`src/rtl/l1_refill_pkg.sv`:
```
// Shared types and constants for the L1 line-refill arbiter.
// Lines are 32-byte aligned, so the low LINE_OFF_BITS of every address are dropped.
package l1_refill_pkg;

  typedef enum logic [1:0] {IDLE, BUSY, DONE} state_e;
  typedef enum logic {OWN_I, OWN_D} owner_e;

  localparam int LINE_W_DEF    = 256;
  localparam int LINE_OFF_BITS = 5;

  function automatic logic [31:0] line_align(input logic [31:0] addr);
    return addr & ~((32'd1 << LINE_OFF_BITS) - 32'd1);
  endfunction

endpackage

```
`src/rtl/refill_rr_pick.sv`:
```
// Two-way round-robin picker: a lone requester wins, and a tie goes to the
// side that was not granted last.
module refill_rr_pick
  import l1_refill_pkg::*;
(
  input  logic   req_i,
  input  logic   req_d,
  input  owner_e last_owner,
  output logic   grant_valid,
  output owner_e grant_owner
);

  always_comb begin
    grant_valid = req_i | req_d;
    grant_owner = OWN_I;
    if (req_i && req_d) begin
      grant_owner = (last_owner == OWN_D) ? OWN_I : OWN_D;
    end else if (req_d) begin
      grant_owner = OWN_D;
    end
  end

endmodule

```
`src/rtl/l1_refill_arbiter.sv`:
```
// Shares one line-refill port between the L1 I-cache and D-cache, one transaction
// at a time, with round-robin arbitration and a watchdog on the downstream ack.
module l1_refill_arbiter
  import l1_refill_pkg::*;
#(
  parameter int LINE_W         = LINE_W_DEF,
  parameter int TIMEOUT_CYCLES = 1023
) (
  input  logic              sys_clk,
  input  logic              rst,
  input  logic              immu_read,
  input  logic [31:0]       immu_addr,
  output logic              immu_done,
  output logic [LINE_W-1:0] immu_read_data,
  input  logic              dmmu_read,
  input  logic              dmmu_write,
  input  logic [31:0]       dmmu_addr,
  input  logic [LINE_W-1:0] dmmu_write_data,
  output logic              dmmu_done,
  output logic [LINE_W-1:0] dmmu_read_data,
  output logic              mem_req,
  output logic              mem_we,
  output logic [31:0]       mem_addr,
  output logic [LINE_W-1:0] mem_wdata,
  input  logic              mem_ack,
  input  logic [LINE_W-1:0] mem_rdata,
  output logic              timeout_err
);

  // Handshake: each requester holds its request level-high until it sees a
  // one-cycle done; downstream holds mem_req until a one-cycle mem_ack.
  localparam int              WD_W    = $clog2(TIMEOUT_CYCLES + 1);
  localparam logic [WD_W-1:0] WD_LAST = WD_W'(TIMEOUT_CYCLES - 1);

  state_e            state_q, state_d;
  owner_e            last_owner_q, last_owner_d;
  logic [WD_W-1:0]   wd_q, wd_d;
  logic              mem_req_q, mem_req_d;
  logic              mem_we_q, mem_we_d;
  logic [31:0]       mem_addr_q, mem_addr_d;
  logic [LINE_W-1:0] mem_wdata_q, mem_wdata_d;
  logic              i_done_q, i_done_d;
  logic              d_done_q, d_done_d;
  logic [LINE_W-1:0] i_rdata_q, i_rdata_d;
  logic [LINE_W-1:0] d_rdata_q, d_rdata_d;
  logic              tmo_q, tmo_d;

  logic              grant_valid;
  owner_e            grant_owner;
  logic              fin;
  logic [LINE_W-1:0] fin_data;

  refill_rr_pick u_pick (
    .req_i       (immu_read),
    .req_d       (dmmu_read | dmmu_write),
    .last_owner  (last_owner_q),
    .grant_valid (grant_valid),
    .grant_owner (grant_owner)
  );

  always_comb begin
    state_d      = state_q;
    last_owner_d = last_owner_q;
    wd_d         = wd_q;
    mem_req_d    = mem_req_q;
    mem_we_d     = mem_we_q;
    mem_addr_d   = mem_addr_q;
    mem_wdata_d  = mem_wdata_q;
    i_done_d     = 1'b0;
    d_done_d     = 1'b0;
    i_rdata_d    = i_rdata_q;
    d_rdata_d    = d_rdata_q;
    tmo_d        = tmo_q;
    fin          = 1'b0;
    fin_data     = '0;

    case (state_q)
      IDLE: begin
        if (grant_valid) begin
          last_owner_d = grant_owner;
          wd_d         = '0;
          mem_req_d    = 1'b1;
          state_d      = BUSY;
          if (grant_owner == OWN_D) begin
            mem_addr_d  = line_align(dmmu_addr);
            mem_we_d    = dmmu_write;
            mem_wdata_d = dmmu_write ? dmmu_write_data : '0;
          end else begin
            mem_addr_d  = line_align(immu_addr);
            mem_we_d    = 1'b0;
            mem_wdata_d = '0;
          end
        end
      end
      BUSY: begin
        wd_d = wd_q + WD_W'(1);
        if (mem_ack) begin
          fin      = 1'b1;
          fin_data = mem_we_q ? '0 : mem_rdata;
        end else if (wd_q == WD_LAST) begin
          // Forced completion: owner gets zero data, ack arriving later is dropped.
          fin   = 1'b1;
          tmo_d = 1'b1;
        end
      end
      DONE: state_d = IDLE;
      default: state_d = IDLE;
    endcase

    if (fin) begin
      mem_req_d = 1'b0;
      state_d   = DONE;
      if (last_owner_q == OWN_D) begin
        d_done_d  = 1'b1;
        d_rdata_d = fin_data;
      end else begin
        i_done_d  = 1'b1;
        i_rdata_d = fin_data;
      end
    end
  end

  always_ff @(posedge sys_clk) begin
    if (rst) begin
      state_q      <= IDLE;
      last_owner_q <= OWN_D;
      wd_q         <= '0;
      mem_req_q    <= 1'b0;
      mem_we_q     <= 1'b0;
      mem_addr_q   <= '0;
      mem_wdata_q  <= '0;
      i_done_q     <= 1'b0;
      d_done_q     <= 1'b0;
      i_rdata_q    <= '0;
      d_rdata_q    <= '0;
      tmo_q        <= 1'b0;
    end else begin
      state_q      <= state_d;
      last_owner_q <= last_owner_d;
      wd_q         <= wd_d;
      mem_req_q    <= mem_req_d;
      mem_we_q     <= mem_we_d;
      mem_addr_q   <= mem_addr_d;
      mem_wdata_q  <= mem_wdata_d;
      i_done_q     <= i_done_d;
      d_done_q     <= d_done_d;
      i_rdata_q    <= i_rdata_d;
      d_rdata_q    <= d_rdata_d;
      tmo_q        <= tmo_d;
    end
  end

  assign mem_req        = mem_req_q;
  assign mem_we         = mem_we_q;
  assign mem_addr       = mem_addr_q;
  assign mem_wdata      = mem_wdata_q;
  assign immu_done      = i_done_q;
  assign dmmu_done      = d_done_q;
  assign immu_read_data = i_rdata_q;
  assign dmmu_read_data = d_rdata_q;
  assign timeout_err    = tmo_q;

endmodule

```
`config.mk`:
```
export PLATFORM = sky130hd
export DESIGN_NAME = l1_refill_arbiter
export DESIGN_NICKNAME = d
export VERILOG_FILES = /design/src/rtl/l1_refill_pkg.sv /design/src/rtl/refill_rr_pick.sv /design/src/rtl/l1_refill_arbiter.sv
export SDC_FILE = /design/constraint.sdc
export NUM_CORES = 2
export LEC_CHECK = 0
export BUFFER_PORTS_ARGS = -buffer_cell sky130_fd_sc_hd__buf_4
export CAP_MARGIN = 25
export CELL_PAD_IN_SITES_DETAIL_PLACEMENT = 0
export CELL_PAD_IN_SITES_GLOBAL_PLACEMENT = 1
export CORE_AREA = 3 3 533 535
export CTS_BUF_LIST = sky130_fd_sc_hd__clkbuf_4 sky130_fd_sc_hd__clkbuf_8
export CTS_CLUSTER_SIZE = 8
export DETAILED_ROUTE_END_ITERATION = 8
export DIE_AREA = 0 0 536 538
export HOLD_SLACK_MARGIN = 0.08
export PLACE_DENSITY = 0.42
export SLEW_MARGIN = 25
export SYNTH_ARGS = -nofsm -noshare
export SYNTH_HDL_FRONTEND = slang
export SYNTH_SLANG_ARGS = --single-unit
```
`constraint.sdc`:
```
create_clock -name sys_clk -period 2.3 [get_ports sys_clk]
set_input_delay 0.23 -clock sys_clk [delete_from_list [all_inputs] [get_ports sys_clk]]
set_output_delay 0.23 -clock sys_clk [all_outputs]
set_load 0.1 [all_outputs]
```
---- After elaboration in Yosys (flattened, before gate mapping) ----
Index checks and enable logic that the tools add are counted.
storage, ports and cells
  bits in registers ....................... 818
  input port bits ......................... 582
  output and inout port bits .............. 805
  word-level logic and storage cells ...... 56
cells by class
  add/subtract/negate cells ............... 1
  equal/unequal tests ..................... 5
  multiplexer cells ....................... 19
  bitwise gates (word level) .............. 6
  reduce and logical (&&, ||, !) cells .... 12
operators by type and width
  cell                                                              number
  256-bit two-way mux                                               5
  32-bit two-way mux                                                1
  10-bit case mux with 2 select lines                               1
  2-bit AND reduction                                               6
  10-bit by 1-bit adder with 10-bit output (second input constant)  1
  10-bit == test (second input constant)                            1
  10-bit two-way mux                                                1
  1-bit two-way mux                                                 8
  2-bit two-way mux                                                 2
  2-bit != test (second input constant)                             2
  1-bit NOT                                                         4
  2-bit case mux with 2 select lines                                1
  2-bit OR reduction                                                2
  3-bit != test (second input constant)                             1
  3-bit AND reduction                                               1
  2-bit by 1-bit == test with 1-bit output (second input constant)  1
  2-bit zero test                                                   1
  1-bit bitwise OR                                                  2
  2-bit nonzero test                                                1
  1-bit logical AND                                                 1

---- Depth between registers and ports, before layout ----
  depth in word-level cells ............... 6
  mapped depth ............................ 9
  mapped depth without buffers ............ 6

---- Cells and area by module ----
Synthesis repeated with hierarchy kept, for this count alone.
second synthesis, totals
  cell total of the unflattened synthesis .. 3016
  area, all modules ....................... 30729.5 um^2
by module, submodules not included
  module             times used  cells each  area each (um^2)  sequential area each (um^2)
  l1_refill_arbiter  1           3014        30715.7           16275.6
  refill_rr_pick     1           2           13.8              0.0

---- Least setup slack after synthesis ----
Ideal clock, no wire load.
  kind .................................... reg-to-reg
  start point ............................. reg mem_we_q (netlist: mem_we)
  end point ............................... reg i_rdata_q[155] (netlist: immu_read_data[155])
  arrival ................................. 2.024 ns
  slack ................................... 0.204 ns
  stages on the path, launching flop included .. 7
  cells stage by stage .................... dfxtp_1 nor3b_1 clkbuf_1 clkbuf_1 clkbuf_1 nand2_1 mux2i_1
on the way
  word-level cells in the longest chain between the ends .. 3
RTL lines
  item                    line                      RTL
  start, declared         l1_refill_arbiter.sv:39   logic mem_we_q, mem_we_d;
  start signal, assigned  l1_refill_arbiter.sv:142  mem_we_q <= mem_we_d;
  256-bit two-way mux     l1_refill_arbiter.sv:99   fin_data = mem_we_q ? '0 : mem_rdata;
  256-bit two-way mux     l1_refill_arbiter.sv:97   if (mem_ack) begin
  256-bit two-way mux     l1_refill_arbiter.sv:77   case (state_q)
  end signal, assigned    l1_refill_arbiter.sv:147  i_rdata_q <= i_rdata_d;
  end, declared           l1_refill_arbiter.sv:44   logic [LINE_W-1:0] i_rdata_q, i_rdata_d;
Every way passes these cells.
A chain may end at the register's enable or synchronous reset.

---- Worst setup path in the final report ----
  start point ............................. in dmmu_read
  end point ............................... reg mem_wdata_q[108] (netlist: mem_wdata[108])
on the way
  word-level cells in the longest chain between the ends .. 4
  elaborated cells on any way between the ends .. 7
  those cells by class .................... 3 x mux; 2 x bitwise; 2 x reduce/logical
RTL lines
  item                                                    line                                        RTL
  start, declared                                         l1_refill_arbiter.sv:15                     input logic dmmu_read,
  1-bit bitwise OR (*)                                    l1_refill_arbiter.sv:55                     .req_d (dmmu_read | dmmu_write),
  1-bit two-way mux or 1-bit logical AND (tied branches)  refill_rr_pick.sv:18, refill_rr_pick.sv:16
  1-bit two-way mux                                       refill_rr_pick.sv:16                        if (req_i && req_d) begin
  256-bit two-way mux                                     l1_refill_arbiter.sv:84                     if (grant_owner == OWN_D) begin
  end signal, assigned                                    l1_refill_arbiter.sv:144                    mem_wdata_q <= mem_wdata_d;
  end, declared                                           l1_refill_arbiter.sv:41                     logic [LINE_W-1:0] mem_wdata_q, mem_wdata_d;
Every way passes the cells marked *; elsewhere a longest branch is shown, timed or not.

==> results.sh <==
export IMPL_synth_seq_cells=813
export IMPL_cts_root_buf="clkbuf_8"
export IMPL_cp_data_arrival_time_ns=3.16
export IMPL_worstHoldPathType="input port to flip-flop"
export IMPL_totalWireLength_mm=186
export IMPL_synth_cells=3016
export IMPL_status="complete, but fails checks"
export IMPL_power_switching_uw=12900
export IMPL_gp_congestion=0.816
export IMPL_end_kind="flip-flop"
export IMPL_clkTransAtPathRegs_ns=0.06
export IMPL_clock_latency_ns=0.91
export IMPL_grt_overflow_total=0
export IMPL_first_pass_iters=5
export IMPL_synth_simple_area_share_pct=17.9
export IMPL_critPathMaxFanout=39
export IMPL_max_freq_mhz=431
export IMPL_violations="setup timing"
export IMPL_fill_cells=30645
export IMPL_internal_power_uw=27300
export IMPL_placed_area_um2=46100
export IMPL_yosysWarningCount=0
export IMPL_die_w_um=536
export IMPL_max_stage_delay_ns=0.60
export IMPL_period_needed_ns=2.32
export IMPL_rows=194
export IMPL_synth_area_um2=30800
export IMPL_synth_compound_area_share_pct=7.34
export IMPL_io_buffers=1371
export IMPL_hold_viol_final=0
export IMPL_core_area_um2=279000
export IMPL_grt_antenna_before_repair=72
export IMPL_dieArea_um2=288000
export IMPL_cpMostUsedCell="dlygate4sd3_1"
export IMPL_synth_edff_count=0
export IMPL_worstMarginPinSlew_ns=0.671
export IMPL_muxShareOfSynthArea_pct=17.5
export IMPL_rsz0062_at_grt="true"
export IMPL_fin_nets=6162
export IMPL_ys_top_cells_by_area="dfxtp_1 53%, mux2i_1 17%, nand2b_1 10%"
export IMPL_drc_errors=0
export IMPL_grt_pass1_wl_mm=255
export IMPL_drive_above_1_share_pct=32.2
export IMPL_path_cells="dlygate4sd3_1, buf_4, nor3_1, dlygate4sd3_1, nand2b_4, buf_12, buf_12, a22oi_1, nor2_1, dlygate4sd3_1"
export IMPL_synth_xor_area_share_pct=0
export IMPL_cp_top_family="buffers and inverters"
export IMPL_combinationalPowerShare_pct=21.9
export IMPL_fin_hold_ws_ns=0.241
export IMPL_track_usage_pct=12.1
export IMPL_ys_seq_area_share_pct=52.8
export IMPL_worstSetupStartpointType="input port"
export IMPL_first_global_vias=33375
export IMPL_setup_viol=2
export IMPL_setup_slack_ns=-0.0213
export IMPL_start_util_pct=11.0
export IMPL_relSlewSlack_pct=55.3
export IMPL_detail_route_antenna_nets=0
export IMPL_drt_iter0_drc=1120
export IMPL_fp_dieH_um=538
export IMPL_cap_violations=0
export IMPL_cts_sinks=813
export IMPL_peakVddDrop_mv=0.368
export IMPL_cts_buffers=172
export IMPL_synthAdderAreaFrac_pct=0.0812
export IMPL_ys_flop_type="dfxtp_1"
export IMPL_synth_top_cell_area_share_pct=52.8
export IMPL_hpwl_mm=145
export IMPL_ctsHtreeMaxLevel=4
export IMPL_grt_max_degree=132
export IMPL_clockBufferDepth=4
export IMPL_area_growth_pct=98.0
export IMPL_synth_top_area_cell="dfxtp_1"
export IMPL_vias_per_cell=3.40
export IMPL_skew_ns=0.0802
export IMPL_num_vias=32171
export IMPL_io_pins=1387
export IMPL_slowest_stage="dlygate4sd3_1"
export IMPL_cts_tree="yes"
export IMPL_synth_top_family_by_area="simple AND/OR/NAND/NOR gates"
export IMPL_crit_buf_inv=6
export IMPL_crit_required_ns=3.14
export IMPL_ys_async_sr_fraction_pct=0
export IMPL_critical_path_class="input port to flip-flop"
export IMPL_p_seq_share_pct=36.8
export IMPL_fin_area_um2=61000
export IMPL_switching_share_pct=32.0
export IMPL_syn_avg_cell_area_um2=10.2
export IMPL_wl_per_cell_um=19.6
export IMPL_p_leak_uw=0.0260
export IMPL_period_share_pct=101
export IMPL_p_per_area_nw_per_um2=659
export IMPL_clkPwrFrac_pct=41.4
export IMPL_synth_cell_types=39
export IMPL_slew_viol_final=0
==> per-stage QoR <==
stage	TNS, ns	total power (uW)	util [%]	std cells	setup slack, ns
finish	-0.0290	40200	21.8	9473	-0.0213
global placement	0	22300	16.5	8017	0.0487
detailed placement	0	22300	16.5	8017	0.0298
floorplan	0	19600	-	3020	0.204
CTS	0	41200	21.8	9429	0.0221
global route	-2.19	42200	21.8	9455	-0.0658
==> power by group through the flow <==
stage,logic (uW),registers (uW),clock network [uW]
5_1_grt,9220,14800,18100
2_1_floorplan,1710,17800,0
4_1_cts,8870,14800,17500
3_3_place_gp,7180,15100,0
3_5_place_dp,7190,15100,0
6_report,8800,14800,16600
==> placed cells by master, fill, tap and decap left out, drive strengths merged <==
cell type,n
inv,8
nor3b,2
a211oi,28
nand2b,514
bufinv,2
nor2b,1
o211ai,3
nand3b,1
diode,42
conb,5
nor2,295
a21o,1
dfxtp,813
and4,1
dlygate4sd3,1109
buf,1521
a31oi,2
clkbuf,272
nand2,263
nor3,4
o21ba,1
and3,3
ha,2
o21a,1
nor4,3
a22oi,256
and2,1
or4,2
clkinvlp,3
o21ai,4
clkinv,23
nand4,1
a21oi,10
or2,2
or3,4
mux2i,539
nand3,7
==> per-layer routing <==
layer | vias to the layer above | wire length [um] | global-route usage [%]
li1 | 15409 | - | -
met1 | 15213 | 71800 | 13.3
met5 | - | 305 | 0
met2 | 1190 | 92700 | 21.7
met3 | 307 | 15000 | 4.19
met4 | 52 | 6160 | 3.94
==> registers in the layout, summed over array words and instances, names as in the netlist, 2 cells and up <==
| register | flops |
|---|---|
| mem_addr | 27 |
| wd_q | 10 |
| mem_wdata | 256 |
| state_q | 2 |
| immu_read_data | 256 |
| dmmu_read_data | 256 |
==> logic make-up after synthesis <==
logic type | count (synthesis)
and+or+nand+nor | 1104
DFF | 813
muxes | 539
AOI/OAI and AO/OA | 306
buffers and inverters | 251
adders and majority gates | 2
other | 1
==> worst register-to-register path: cells and delay by family (launching register included) <==
kind                   cells  cell delay, ns
muxes                      1            0.25
and+or+nand+nor            2            0.55
DFF                        1            0.43
AOI/OAI and AO/OA          1            0.21
buffers and inverters      2            0.66
==> timing repair <==
item | 4_1_cts | 5_1_grt
buffers inserted | 0 | 0
cloned | 0 | 2
endpoints found under the setup margin | 21 | 104
hold buffers | 1109 | 0
resized for setup | 3 | 6
endpoints found under the hold margin | 811 | 0
==> layout make-up <==
class                           count  area [um2]  area share (%)
Tap cell                         3724        4660            7.63
Inverter                            3        11.3          0.0184
Multi-Input combinational cell   1956       13300            21.8
Timing Repair Buffer             2632       23100            37.8
Sequential cell                   813       16300            26.7
Clock inverter                     33         284           0.465
Antenna cell                       42         105           0.172
Clock buffer                      270        3320            5.44
==> synthesized netlist by cell type (2+ instances only) <==
library cell and n:
or2_2 2, nor2_1 295, a211oi_1 28, buf_1 6, nor3b_1 2, buf_2 39
dfxtp_1 813, or4_1 2, buf_6 9, buf_12 2, a21oi_1 10, o21ai_0 3
o211ai_1 3, clkbuf_1 165, or3_1 4, buf_8 20, ha_1 2, mux2i_1 539
buf_4 7, inv_1 3, nand2_1 263, nor4_1 2, a22oi_1 256, nand2b_1 514
a31oi_1 2, nand3_1 7, nor3_1 4, and3_1 3
==> final timing paths <==
kind,from,to,slack [ns],depth (start not counted)
setup / recovery,dmmu_read,mem_wdata[108],-0.02,10
hold reg to reg,immu_read_data[167],immu_read_data[167],0.47,2
hold / removal,mem_rdata[205],immu_read_data[205],0.24,4
setup reg to reg,wd_q[3],immu_read_data[19],0.09,6
Power figures use the tool's default switching activity.
